### src/rtl/pipeline_ctrl_n_pkg.sv
// Shared defines for the pipeline controller: exception codes, flush causes,
// control constants, the instruction address type, the FSM state type and
// the exception vector helper.
package pipeline_ctrl_n_pkg;

    localparam int INST_ADDR_W = 32;
    typedef logic [INST_ADDR_W-1:0] inst_addr_t;

    // Exception codes as produced by the commit stage
    localparam logic [4:0] EXC_INT  = 5'h00;
    localparam logic [4:0] EXC_ADEL = 5'h04;
    localparam logic [4:0] EXC_ADES = 5'h05;
    localparam logic [4:0] EXC_SYS  = 5'h08;
    localparam logic [4:0] EXC_BP   = 5'h09;
    localparam logic [4:0] EXC_RI   = 5'h0a;
    localparam logic [4:0] EXC_OV   = 5'h0c;
    localparam logic [4:0] EXC_TR   = 5'h0d;
    localparam logic [4:0] EXC_ERET = 5'h0e;

    // Flush cause codes
    localparam logic CAUSE_EXCEPTION     = 1'b0;
    localparam logic CAUSE_FAILED_BRANCH = 1'b1;

    // Control constants
    localparam logic STOP       = 1'b1;
    localparam logic NO_STOP    = 1'b0;
    localparam logic FLUSH_EN   = 1'b1;
    localparam logic NO_FLUSH   = 1'b0;
    localparam logic RST_ENABLE = 1'b1;

    typedef enum logic [1:0] {
        ST_RUN,
        ST_FLUSH,
        ST_PEND
    } ctrl_state_t;

    // Restart address for an exception: EPC for ERET, common vector for the
    // known codes, zero for anything unrecognised.
    function automatic inst_addr_t exc_vector(input logic [4:0] code,
                                              input inst_addr_t epc,
                                              input inst_addr_t ebase,
                                              input inst_addr_t offset);
        case (code)
            EXC_ERET:                    return epc;
            EXC_INT, EXC_ADEL, EXC_ADES,
            EXC_SYS, EXC_BP, EXC_RI,
            EXC_OV, EXC_TR:              return ebase + offset;
            default:                     return '0;
        endcase
    endfunction

endpackage

### src/rtl/pipeline_ctrl_n_stall_mask_gen.sv
// Priority encoder from per-stage stall requests to stall/bubble masks.
// The highest requesting stage k holds stages 0..k and injects a bubble
// into stage k+1. Purely combinational.
module stall_mask_gen
    import pipeline_ctrl_n_pkg::*;
#(
    parameter int NUM_STAGES = 5
) (
    input  logic [NUM_STAGES-1:0] stallreq,
    output logic [NUM_STAGES-1:0] stall,
    output logic [NUM_STAGES-1:0] bubble
);

    logic any_above;

    // Scan from writeback down: a stage stalls if it or any later stage asks
    always_comb begin
        // NOTE: any_above is a combinational temporary reused across loop
        // iterations, so it is assigned with blocking '=' and given a default
        // first; every output also gets a default so no latch is inferred.
        any_above = NO_STOP;
        stall     = '0;
        bubble    = '0;
        for (int i = NUM_STAGES - 1; i >= 0; i--) begin
            any_above = any_above | stallreq[i];
            stall[i]  = any_above;
        end
        for (int i = 1; i < NUM_STAGES; i++) begin
            bubble[i] = stall[i-1] & ~stall[i];
        end
    end

endmodule

### src/rtl/pipeline_ctrl_n.sv
// Hazard/flush controller: stall/bubble masks, exception/ERET/mispredict
// redirect arbitration, programmable flush hold, and parking of a mispredict
// that is blocked by a memory-stage (or later) stall.
module pipeline_ctrl_n
    import pipeline_ctrl_n_pkg::*;
#(
    parameter int          NUM_STAGES = 5,
    parameter int          MEM_STAGE  = 3,
    parameter int          FLUSH_HOLD = 1,
    parameter logic [31:0] EXC_OFFSET = 32'h0
) (
    input  logic                  clk,
    input  logic                  rst,
    input  logic [NUM_STAGES-1:0] stallreq,
    input  logic                  exception_flag,
    input  logic [4:0]            exception_type,
    input  logic [31:0]           cp0_epc_i,
    input  logic [31:0]           ebase_i,
    input  logic                  mispredict_valid,
    input  logic [31:0]           mispredict_pc,
    output logic [NUM_STAGES-1:0] stall,
    output logic [NUM_STAGES-1:0] bubble,
    output logic                  flush,
    output logic                  flush_cause,
    output logic                  redirect_valid,
    output logic [31:0]           redirect_pc,
    output logic                  flush_to_ibuffer
);

    localparam int             CW         = $clog2(FLUSH_HOLD + 1);
    localparam logic [CW-1:0]  HOLD_LOAD  = CW'(FLUSH_HOLD - 1);
    localparam bit             HOLD_MULTI = (FLUSH_HOLD > 1);

    ctrl_state_t           state_q, state_d;
    logic [CW-1:0]         cnt_q, cnt_d;
    logic                  pend_v_q, pend_v_d;
    inst_addr_t            pend_pc_q, pend_pc_d;
    logic                  cause_q, cause_c;
    logic                  flush_c, redir_v_c;
    inst_addr_t            redir_pc_c;
    logic                  mem_block;
    logic [NUM_STAGES-1:0] stall_raw, bubble_raw;

    stall_mask_gen #(.NUM_STAGES(NUM_STAGES)) u_mask (
        .stallreq (stallreq),
        .stall    (stall_raw),
        .bubble   (bubble_raw)
    );

    assign mem_block = |stallreq[NUM_STAGES-1:MEM_STAGE];

    // Arbitrate exception > flush hold > memory stall > mispredict > masks
    always_comb begin
        state_d    = state_q;
        cnt_d      = cnt_q;
        pend_v_d   = pend_v_q;
        pend_pc_d  = pend_pc_q;
        cause_c    = cause_q;
        flush_c    = NO_FLUSH;
        redir_v_c  = 1'b0;
        redir_pc_c = '0;
        if (exception_flag) begin
            flush_c    = FLUSH_EN;
            cause_c    = CAUSE_EXCEPTION;
            redir_v_c  = 1'b1;
            redir_pc_c = exc_vector(exception_type, cp0_epc_i, ebase_i, EXC_OFFSET);
            pend_v_d   = 1'b0;
            pend_pc_d  = '0;
            state_d    = HOLD_MULTI ? ST_FLUSH : ST_RUN;
            cnt_d      = HOLD_LOAD;
        end else if (state_q == ST_FLUSH) begin
            // Wrong-path mispredicts are ignored while the hold runs out
            flush_c = FLUSH_EN;
            if (cnt_q > CW'(1)) begin
                cnt_d = cnt_q - CW'(1);
            end else begin
                cnt_d   = '0;
                state_d = ST_RUN;
            end
        end else if (state_q == ST_PEND) begin
            if (!mem_block) begin
                flush_c    = FLUSH_EN;
                cause_c    = CAUSE_FAILED_BRANCH;
                redir_v_c  = 1'b1;
                redir_pc_c = pend_pc_q;
                pend_v_d   = 1'b0;
                pend_pc_d  = '0;
                state_d    = HOLD_MULTI ? ST_FLUSH : ST_RUN;
                cnt_d      = HOLD_LOAD;
            end
        end else if (mispredict_valid) begin
            if (mem_block) begin
                pend_v_d  = 1'b1;
                pend_pc_d = mispredict_pc;
                state_d   = ST_PEND;
            end else begin
                flush_c    = FLUSH_EN;
                cause_c    = CAUSE_FAILED_BRANCH;
                redir_v_c  = 1'b1;
                redir_pc_c = mispredict_pc;
                state_d    = HOLD_MULTI ? ST_FLUSH : ST_RUN;
                cnt_d      = HOLD_LOAD;
            end
        end
    end

    // Controller state, hold counter, parked mispredict and latched cause
    always_ff @(posedge clk or posedge rst) begin
        // NOTE: registered state uses non-blocking '<=' so every flop samples
        // the pre-edge values; the async reset returns all of it to RUN/idle.
        if (rst) begin
            state_q   <= ST_RUN;
            cnt_q     <= '0;
            pend_v_q  <= 1'b0;
            pend_pc_q <= '0;
            cause_q   <= CAUSE_EXCEPTION;
        end else begin
            state_q   <= state_d;
            cnt_q     <= cnt_d;
            pend_v_q  <= pend_v_d;
            pend_pc_q <= pend_pc_d;
            cause_q   <= cause_c;
        end
    end

    // Outputs are quiet during reset; masks are suppressed by any flush
    always_comb begin
        flush            = ~rst & flush_c;
        flush_cause      = flush ? cause_c : 1'b0;
        redirect_valid   = ~rst & redir_v_c;
        redirect_pc      = redirect_valid ? redir_pc_c : '0;
        stall            = (rst || flush_c) ? '0 : stall_raw;
        bubble           = (rst || flush_c) ? '0 : bubble_raw;
        flush_to_ibuffer = (rst == RST_ENABLE) | flush;
    end

endmodule

### config.mk
export PLATFORM = sky130hd
export DESIGN_NAME = pipeline_ctrl_n
export DESIGN_NICKNAME = d
export VERILOG_FILES = /design/src/rtl/pipeline_ctrl_n_pkg.sv /design/src/rtl/pipeline_ctrl_n_stall_mask_gen.sv /design/src/rtl/pipeline_ctrl_n.sv
export SDC_FILE = /design/constraint.sdc
export NUM_CORES = 1
export LEC_CHECK = 0
export BUFFER_PORTS_ARGS = -buffer_cell sky130_fd_sc_hd__buf_4
export CAP_MARGIN = 20
export CORE_AREA = 2 2 73 102
export DETAILED_ROUTE_END_ITERATION = 16
export DIE_AREA = 0 0 75 104
export PLACE_DENSITY = 0.71
export SLEW_MARGIN = 20
export SYNTH_ARGS = -nofsm -noshare
export SYNTH_HDL_FRONTEND = slang
export SYNTH_SLANG_ARGS = --single-unit
### constraint.sdc
create_clock -name clk -period 2.7 [get_ports clk]
set_input_delay 0.54 -clock clk [delete_from_list [all_inputs] [get_ports clk]]
set_output_delay 0.54 -clock clk [all_outputs]
set_load 0.01 [all_outputs]
* Word-level counts from Yosys, hierarchy flattened *
Cells that the tools add are included.

cells by class
  $add $sub $neg = 1
  order comparisons = 1
  equal/unequal tests = 14
  muxes and demuxes = 42
  bitwise logic cells = 16
  reductions and logical operators = 9

operators with widths
  cell                                                                   count
  32-bit 2-to-1 mux                                                      13
  32-bit case mux with 2 select lines                                    1
  5-bit by 4-bit equality test with 1-bit output, second input constant  6
  1-bit 2-to-1 mux                                                       19
  2-bit 2-to-1 mux                                                       7
  5-bit by 3-bit equality test with 1-bit output, second input constant  2
  5-bit 2-to-1 mux                                                       2
  8-bit OR reduction                                                     1
  1-bit bitwise AND                                                      6
  3-bit != test, second input constant                                   2
  3-bit nonzero test                                                     2
  5-bit zero test                                                        1
  1-bit inverter                                                         5
  1-bit OR                                                               5
  4-bit != test, second input constant                                   1
  4-bit AND reduction                                                    1
  4-bit nonzero test                                                     1
  3-bit AND reduction                                                    1
  2-bit by 1-bit equality test with 1-bit output, second input constant  1
  2-bit equality test, second input constant                             1
  2-bit != test, second input constant                                   1
  2-bit OR reduction                                                     1
  1-bit greater-than comparator, second input constant                   1
  1-bit logical OR                                                       1
  1-bit subtractor, second input constant                                1

storage, ports and cells
  register bits after elaboration = 36
  input bits = 110
  output and inout bits = 46
  logic and storage cells = 87

* Depth between registers and ports, before layout *
Gate-level depths: netlist (run 1).

  depth after elaboration = 8
  gate-level depth with buffers = 7
  mapped depth without buffers = 5

* By module *
Synthesis (run 1) repeated with hierarchy kept, for this count alone.

second synthesis, totals
  cells, all modules = 377
  area total of the unflattened synthesis = 2,777.7 um^2

by module, submodules not included
  module           times used  cells an instance  area each (um^2)  sequential area each (um^2)
  pipeline_ctrl_n  1           362                2,681.3           825.8
  stall_mask_gen   1           15                 96.3              0.0

* Worst setup path before layout (run 1) *
No wires, ideal clock.

  kind = input to output
  from = in rst
  to = out redirect_pc[27]
  data arrival time = 2.093 ns
  data required time = 2.160 ns
  setup slack = 0.067 ns
  cell stages on the path = 4
  buffers on the path = 1
  cell sequence = inv_1 o21ai_2 clkbuf_1 a311oi_1

between the ends
  cells in the longest elaborated chain, start to end = 3

RTL lines
  element             RTL line                RTL
  start: declaration  pipeline_ctrl_n.sv:13   input logic rst,
  1-bit inverter      pipeline_ctrl_n.sv:130  redirect_valid = ~rst & redir_v_c;
  1-bit bitwise AND   pipeline_ctrl_n.sv:130
  32-bit 2-to-1 mux   pipeline_ctrl_n.sv:131  redirect_pc = redirect_valid ? redir_pc_c : '0;
  end: declaration    pipeline_ctrl_n.sv:26   output logic [31:0] redirect_pc,

No other way between the ends.

* Final worst setup path (run 1) *
  from = reg state_q[1]
  to = out redirect_pc[8]

between the ends
  cells in the longest elaborated chain, start to end = 6
  elaborated cells on any way between the ends = 10
  those cells by class = 2 x eq/ne; 7 x mux; 1 x bitwise

RTL lines
  element                   RTL line                RTL
  start: declaration        pipeline_ctrl_n.sv:34   ctrl_state_t state_q, state_d;
  start signal: assignment  pipeline_ctrl_n.sv:118  state_q <= state_d;
  2-bit equality test       pipeline_ctrl_n.sv:80   end else if (state_q == ST_PEND) begin
  1-bit 2-to-1 mux          pipeline_ctrl_n.sv:80
  1-bit 2-to-1 mux          pipeline_ctrl_n.sv:71   end else if (state_q == ST_FLUSH) begin
  1-bit 2-to-1 mux          pipeline_ctrl_n.sv:62   if (exception_flag) begin
  1-bit bitwise AND         pipeline_ctrl_n.sv:130
  32-bit 2-to-1 mux (*)     pipeline_ctrl_n.sv:131

Mark *: on every way between the ends. The rest lies on a longest branch, timed or not.

==> impl_metrics.toml, run 1 <==
[clock_tree]
cts_setup_buffers = 0
cts_resized = 0
cts_hold_buffers = 0
clock_sinks = 33
root_buffer = "clkbuf_8"
cts_buffers = 5
cts_tree = "yes"
clock_latency_ns = 0.28
clkTransAtPathRegs_ns = 0.06
cts_buffer_depth = 2
htreeDepth = 2

[timing]
fin_crit_ns = 2.48
finalHoldViolCount = 0
setup_viol = 0
fmax_mhz = 403
grt_setup_unrepaired = "false"
holdWs_ns = 0.419
drv_slew = 0
setup-tns-final_ns = 0
fin_skew_ns = 0.00430
final.period_utilization_pct = 91.8

[logic_synthesis]
syn_area_um2 = 2670
ys_warn_count = 0
ys_types = 27
syn_avg_cell_area_um2 = 7.29
synthCells = 366
yosysSeqAreaShare_pct = 31.0
synth_nets = 476
ys_ff_latch = 33

[floorplan]
core_area_um2 = 6890
die_x_um = 75
pin_count = 156
die_h_um = 104
num_rows = 36
start_util_pct = 38.7
die_area_um2 = 7800

[power_and_ir_drop]
power.total_mw = 1.38
leakage_nw = 1.76
ir_drop_mv = 0.207
powerDensity_nw_per_um2 = 340

[hold_path]
worstHoldPathType = "in -> async"

[cells_and_area]
area_growth_pct = 51.9
final_common_cell = "buf_4"
finalNonFillerCells = 597
final_cell_mix = "buf_4 (166), nand2_1 (97), o21ai_0 (62), nor2b_1 (33), dfrtp_1 (33)"
final_area_um2 = 4050
insertedDiodeCount = 0
fin_nets = 612
drive_gt1_share_pct = 36.9
fill_cells = 683

[global_route]
grt_first_pass_wirelength_mm = 15.0
grt_max_degree = 48
grt_antenna_before_repair = 0
grt_pass1_vias = 3096
grtUsageTotal_pct = 24.2
gr-total-overflow = 0

[setup_path]
r2r_end = "pend_pc_q[5]"
rr_worst_depth = 5
r2r_start = "state_q[1]"
crit_type = "reg -> out"
worstPathRequired_ns = 2.16
critPathLaunchType = "flop"
rrSetupSlack_ns = 1.08
endpoint_kind = "primary output"
crit_fanout = 32
worst_ep_arrival_time_ns = 1.94

[route]
wl_per_cell_um = 15.8
final_antenna_net_count = 0
drtIter0Drc = 223
wl_mm = 9.41
drt_pre_antenna_iters = 5
viasPerCell = 5.42
drcViolationCount = 0
vias = 3236

[placement]
place_inst = 590
port_buffers = 154
dpl_cell_area_um2 = 3970
hpwl_mm = 6.65
gp_congestion = 0.818

[outcome]
status = "completed"

[flow_run]
drv_cap = 0
## cells in the mapped netlist
| master | number | share of area, % |
|---|---|---|
| nor2b_1 | 33 | 7.7 |
| clkbuf_1 | 23 | 3.2 |
| nor4b_2 | 1 | 0.56 |
| and3_1 | 3 | 0.70 |
| and2_1 | 2 | 0.47 |
| inv_1 | 4 | 0.56 |
| buf_4 | 4 | 1.1 |
| conb_1 | 1 | 0.14 |
| a211oi_4 | 1 | 0.75 |
| o21ai_2 | 1 | 0.33 |
| a21oi_1 | 2 | 0.38 |
| nor2_2 | 1 | 0.23 |
| nor3b_1 | 1 | 0.28 |
| dfrtp_1 | 33 | 31 |
| nor4_1 | 1 | 0.23 |
| nand2b_1 | 1 | 0.23 |
| nor3_1 | 4 | 0.75 |
| a221oi_1 | 32 | 11 |
| a311oi_1 | 32 | 11 |
| o21ai_1 | 2 | 0.38 |
| nor3b_2 | 1 | 0.47 |
| nand2_1 | 97 | 14 |
| or2_1 | 1 | 0.23 |
| buf_2 | 13 | 2.4 |
| o21ai_0 | 62 | 12 |
| nor2_1 | 8 | 1.1 |
| clkbuf_2 | 2 | 0.38 |
## layout make-up
type	count	area, µm²	share of cell area, %
multi-input combinational	287	1660	41.0
timing repair buffer	171	1350	33.2
sequential	33	826	20.4
tap	95	119	2.93
clock buffer	7	86.3	2.13
inverter	4	15.0	0.371
## per-layer routing
metal	GRT usage, %	wire length (µm)	up-vias
met5	0	0	-
met4	6.51	122	0
met3	5.33	680	10
met2	42.5	4980	117
met1	28.7	3630	1513
li1	-	-	1596
## logic make-up after synthesis
kind of cell | after synthesis | synth area share (%)
AO/OA/AOI/OAI | 132 | 34.5
buffers and inverters | 46 | 7.74
flip-flops | 33 | 31.0
other | 1 | 0.141
AND/OR/NAND/NOR | 154 | 26.7
## state kept, by name (all words and copies together), names as in the netlist
name,cells
pend_pc_q,32
state_q,1
## critical path, stage by stage (launching register included)
cell,delay (ns)
dfrtp_1,0.43
nor2b_1,0.25
and2_1,0.21
buf_12,0.20
a221oi_1,0.12
a311oi_1,0.27
buf_4,0.17
## through the flow
stage / util [%] / setup WS, ns
after floorplan: - / 0.0675
after global placement: 57.5 / 0.298
after detailed placement: 57.5 / 0.234
after CTS: 58.8 / 0.192
after global routing: 58.8 / 0.0472
final: 58.8 / 0.220
## where the power goes
part / leakage (nW) / internal (mW) / switching (mW)
Clock: 0.0443 / 0.202 / 0.165
Combinational: 1.28 / 0.228 / 0.223
Sequential: 0.435 / 0.537 / 0.0236
## worst max-delay path by stage
stage | from | slack, ns | depth (start not counted) | end
6_report | state_q[1] | 0.22 | 6 | redirect_pc[8]
5_1_grt | state_q[1] | 0.05 | 6 | redirect_pc[16]
3_5_place_dp | stallreq[3] | 0.23 | 7 | redirect_pc[22]
2_1_floorplan | rst | 0.07 | 4 | redirect_pc[27]
3_3_place_gp | stallreq[3] | 0.30 | 7 | redirect_pc[3]
4_1_cts | state_q[1] | 0.19 | 6 | redirect_pc[8]
Power figures use the tool's default switching activity.
==> run 2, diff against run 1 <==
MAX_ROUTING_LAYER = met4   (was not set)
SKIP_LAST_GASP = 1   (was not set)
==> run 2 against run 1 <==
Compared with the run above: register-to-register slack got worse by 0.02 ns; design area unchanged; cell count unchanged; worst setup slack got worse by 0.0034 ns; maximum frequency decreased by 0.14%; combinational power about the same; count of clock-buffer cells in the layout unchanged; sequential cell count unchanged; critical endpoint unchanged; largest power group unchanged.
==> impl_metrics.toml, run 2 (synthesized netlist as in run 1, its figures left out) <==
[timing]
fmax_mhz = 403
fin_crit_ns = 2.48
grt_setup_unrepaired = "false"
setup_viol = 0
drv_slew = 0
final.period_utilization_pct = 92.0
setup_ws_ns = 0.217
setup-tns-final_ns = 0
fin_skew_ns = 0.00354
finalHoldViolCount = 0

[setup_path]
crit_fanout = 32
critPathLaunchType = "flop"
path_buf_inv = 2
crit_type = "reg -> out"
cpLargestDelayFamily = "simple AND/OR/NAND/NOR gates"
worst_ep_arrival_time_ns = 1.94
cp_slowest_cell = "dfrtp_1"
worstPathRequired_ns = 2.16
endpoint_kind = "primary output"
max_stage_delay_ns = 0.43
path_cells = "nor2b_1, and2_1, buf_12, a221oi_1, a311oi_1, buf_4"

[floorplan]
die_x_um = 75
die_area_um2 = 7800
start_util_pct = 38.7
num_rows = 36
pin_count = 156
die_h_um = 104
core_area_um2 = 6890

[clock_tree]
clock_latency_ns = 0.28
htreeDepth = 2
clkTransAtPathRegs_ns = 0.06
root_buffer = "clkbuf_8"
cts_tree = "yes"
cts_buffer_depth = 2
clock_sinks = 33
cts_buffers = 5
cts_resized = 0
cts_setup_buffers = 0
cts_hold_buffers = 0

[flow_run]
drv_cap = 0

[route]
vias = 3206
drcViolationCount = 0
drtIter0Drc = 195
drt_pre_antenna_iters = 6
wl_per_cell_um = 15.7
viasPerCell = 5.37
wl_mm = 9.40
final_antenna_net_count = 0

[cells_and_area]
area_growth_pct = 51.9
fin_nets = 612
top_regs = "pend_pc_q x32, state_q x1"
final_common_cell = "buf_4"
drive_gt1_share_pct = 36.9
insertedDiodeCount = 0
largest_reg_flops = 32
final_area_um2 = 4050
final_cell_mix = "buf_4 (166), nand2_1 (97), o21ai_0 (62), nor2b_1 (33), dfrtp_1 (33)"
fill_cells = 683
largest_register = "pend_pc_q"

[global_route]
grtUsageTotal_pct = 24.8
grt_max_degree = 48
grt_first_pass_wirelength_mm = 15.0
grt_antenna_before_repair = 0
gr-total-overflow = 0
grt_pass1_vias = 3096

[placement]
gp_congestion = 0.830
hpwl_mm = 6.65
dpl_cell_area_um2 = 3970
port_buffers = 154
pre_cts_ws_ns = 0.234

[power_and_ir_drop]
seqPwrFrac_pct = 40.5
internal_power_uw = 967
powerDensity_nw_per_um2 = 341
ir_drop_mv = 0.209
pwr-share-clk_pct = 26.8
p_sw_uw = 416
power_frac_comb_pct = 32.7
leakage_nw = 1.76
switching_share_pct = 30.1

[hold_path]
worstHoldPathType = "in -> async"

[outcome]
status = "completed"
run 2: cell counts in the layout (fill, tap and decap cells not counted):
No cell type changed its count.
run 2: path summary, 6_finish.rpt:
| path | from | depth (start not counted) | slack, ns | to |
|---|---|---|---|---|
| min in group clk | pend_pc_q[6] | 2 | 0.49 | pend_pc_q[6] |
| min | rst | 3 | 0.42 | pend_pc_q[15] |
| max in group asynchronous | rst | 3 | 1.98 | pend_pc_q[26] |
| max reg2reg | state_q[1] | 5 | 1.06 | pend_pc_q[5] |
| min reg2reg | pend_pc_q[6] | 2 | 0.49 | pend_pc_q[6] |
| max | state_q[1] | 6 | 0.22 | redirect_pc[8] |
run 2: per-layer routing:
metal / vias up / wire length, µm / global-route usage [%]
met3: 9 / 560 / 4.55
li1: 1596 / - / -
met4: 0 / 129 / 6.89
met1: 1489 / 3670 / 28.6
met2: 112 / 5040 / 42.9
met5: - / 0 / -
run 2: area by class of cell:
type,count,area (µm²),share of cell area (%)
multi-input cells,287,1660,41.0
repair buffers,171,1350,33.2
flip-flops and latches,33,826,20.4
well taps,95,119,2.93
clock buffers,7,86.3,2.13
inverters,4,15.0,0.371
run 2: stage by stage:
step	instances	hold slack (ns)	power (mW)	util [%]
after global routing	597	0.451	1.46	58.8
after detailed placement	590	0.471	1.02	57.5
after global placement	590	0.463	1.01	57.5
final	597	0.417	1.38	58.8
after CTS	597	0.427	1.40	58.8
after floorplan	366	0.450	0.777	-
run 2: power by group through the flow:
stage	clock (mW)	combinational (mW)	sequential, mW
after floorplan	0	0.216	0.562
after global placement	0	0.447	0.566
after detailed placement	0	0.453	0.568
after CTS	0.383	0.454	0.560
after global routing	0.398	0.498	0.565
final	0.371	0.452	0.560
run 2: worst reg2reg max path: stages, from the launching register on:
cell and delay (ns):
dfrtp_1 0.43, nor3b_4 0.18, buf_12 0.17, a211oi_4 0.25
buf_4 0.33, o21ai_0 0.17
==> run 3, diff against run 2 <==
BUFFER_PORTS_ARGS = not set   (was -buffer_cell sky130_fd_sc_hd__buf_4)
CAP_MARGIN = 0   (was 20)
DONT_BUFFER_PORTS = 1   (was not set)
PLACE_DENSITY = 0.52   (was 0.71)
==> run 3 against run 2 <==
Compared with the run above: die area did not move; utilization is 14 points lower; via count decreased by 14%; combinational power shrank 39%; critical path depth did not move; non-clock buffer count down 125; register-to-register slack worse by 0.20 ns; largest power group unchanged.
==> impl_metrics.toml, run 3 (synthesized netlist as in run 1, its figures left out) <==
[outcome]
status = "completed"

[cells_and_area]
final_common_cell = "nand2_1"
largest_reg_flops = 32
utilization_pct = 44.7
fin_nets = 487
area_growth_pct = 15.5
final_cell_mix = "nand2_1 (97), o21ai_0 (62), buf_4 (43), nor2b_1 (33), dfrtp_1 (33)"
top_regs = "pend_pc_q x32, state_q x1"
largest_register = "pend_pc_q"
fill_cells = 736
insertedDiodeCount = 0
drive_gt1_share_pct = 15.6

[clock_tree]
cts_tree = "yes"
root_buffer = "clkbuf_8"
clock_latency_ns = 0.28
cts_hold_buffers = 0
clkTransAtPathRegs_ns = 0.07
cts_buffers = 5
cts_setup_buffers = 0
htreeDepth = 2
cts_buffer_depth = 2
clock_sinks = 33
cts_resized = 0

[setup_path]
cpLargestDelayFamily = "compound AO/OA/AOI/OAI gates"
crit_fanout = 22
crit_type = "reg -> out"
endpoint_kind = "primary output"
cp_slowest_cell = "o21ai_2"
critPathLaunchType = "flop"
path_cells = "nor2_1, nor2_2, o21ai_2, buf_12, a311oi_1, buf_4"
max_stage_delay_ns = 0.49
worst_ep_arrival_time_ns = 1.96
path_buf_inv = 2
worstPathRequired_ns = 2.16

[floorplan]
start_util_pct = 38.7
pin_count = 156
die_h_um = 104
die_area_um2 = 7800
num_rows = 36
die_x_um = 75
core_area_um2 = 6890

[route]
drt_pre_antenna_iters = 4
viasPerCell = 5.82
vias = 2752
final_antenna_net_count = 0
wl_mm = 8.13
wl_per_cell_um = 17.2
drcViolationCount = 0
drtIter0Drc = 147

[global_route]
grt_max_degree = 72
use_met1_pct = 25.7
grtUsageTotal_pct = 20.9
grt_pass1_vias = 2588
gr-total-overflow = 0
grt_antenna_before_repair = 0
grt.busiest_layer = "met2"
grt_first_pass_wirelength_mm = 12.8
use_met3_pct = 3.59
met2_usage_pct = 34.4

[timing]
tightest_slew_ns = 0.609
max_slew_margin_pct = 59.4
grt_setup_unrepaired = "false"
setup-tns-final_ns = 0
finalHoldViolCount = 0
drv_slew = 0
setup_ws_ns = 0.200
final.period_utilization_pct = 92.6
holdWs_ns = 0.279
fin_skew_ns = 0.00553
setup_viol = 0
fmax_mhz = 400
fin_crit_ns = 2.50

[placement]
pre_cts_ws_ns = 0.277
hpwl_mm = 5.52
port_buffers = 0
gp_congestion = 0.737

[power_and_ir_drop]
powerDensity_nw_per_um2 = 384
ir_drop_mv = 0.167
power.total_mw = 1.18
leakage_nw = 1.14

[hold_path]
worstHoldPathType = "in -> async"

[flow_run]
drv_cap = 0
## run 3: cell types whose count changed in the layout (fill, tap and decap cells not counted)
cell	change
clkbuf_8	-1
clkbuf_1	+2
buf_12	-2
buf_4	-123
## run 3: area by class of cell
cell class              count  area [µm²]  share of cell area, %
clock buffers               8        80.1                   2.60
repair buffers             46         383                   12.4
inverters                   4        15.0                  0.487
multi-input cells         287        1660                   53.8
flip-flops and latches     33         826                   26.8
well taps                  95         119                   3.86
## run 3: final timing paths
path                                 from              end  slack (ns)  depth (start not counted)
max in group asynchronous             rst     pend_pc_q[4]        2.10                          2
hold / removal                        rst    pend_pc_q[15]        0.28                          2
min in group clk           exception_flag       state_q[1]        0.35                          1
hold reg to reg              pend_pc_q[8]     pend_pc_q[8]        0.48                          2
setup / recovery               state_q[1]  redirect_pc[25]        0.20                          6
setup reg to reg               state_q[1]     pend_pc_q[4]        0.86                          5
## run 3: stage by stage
stage	cell area (µm²)	std cells
3_3_place_gp	3000	465
3_5_place_dp	3000	465
6_report	3080	473
4_1_cts	3080	473
2_1_floorplan	2670	366
5_1_grt	3080	473
## run 3: metal layers
metal  vias to the layer above  share of wire [%]  wire (µm)
li1                       1349                  -          -
met4                         0                1.2         99
met1                      1293                 42       3380
met2                       101                 51       4110
met5                         -                  0          0
met3                         9                6.7        546
## run 3: power by group
part	switching, mW	leakage [nW]	internal [mW]	total [mW]
clock network	0.167	0.0395	0.183	0.350
registers	0.0224	0.435	0.537	0.559
logic	0.160	0.666	0.115	0.276
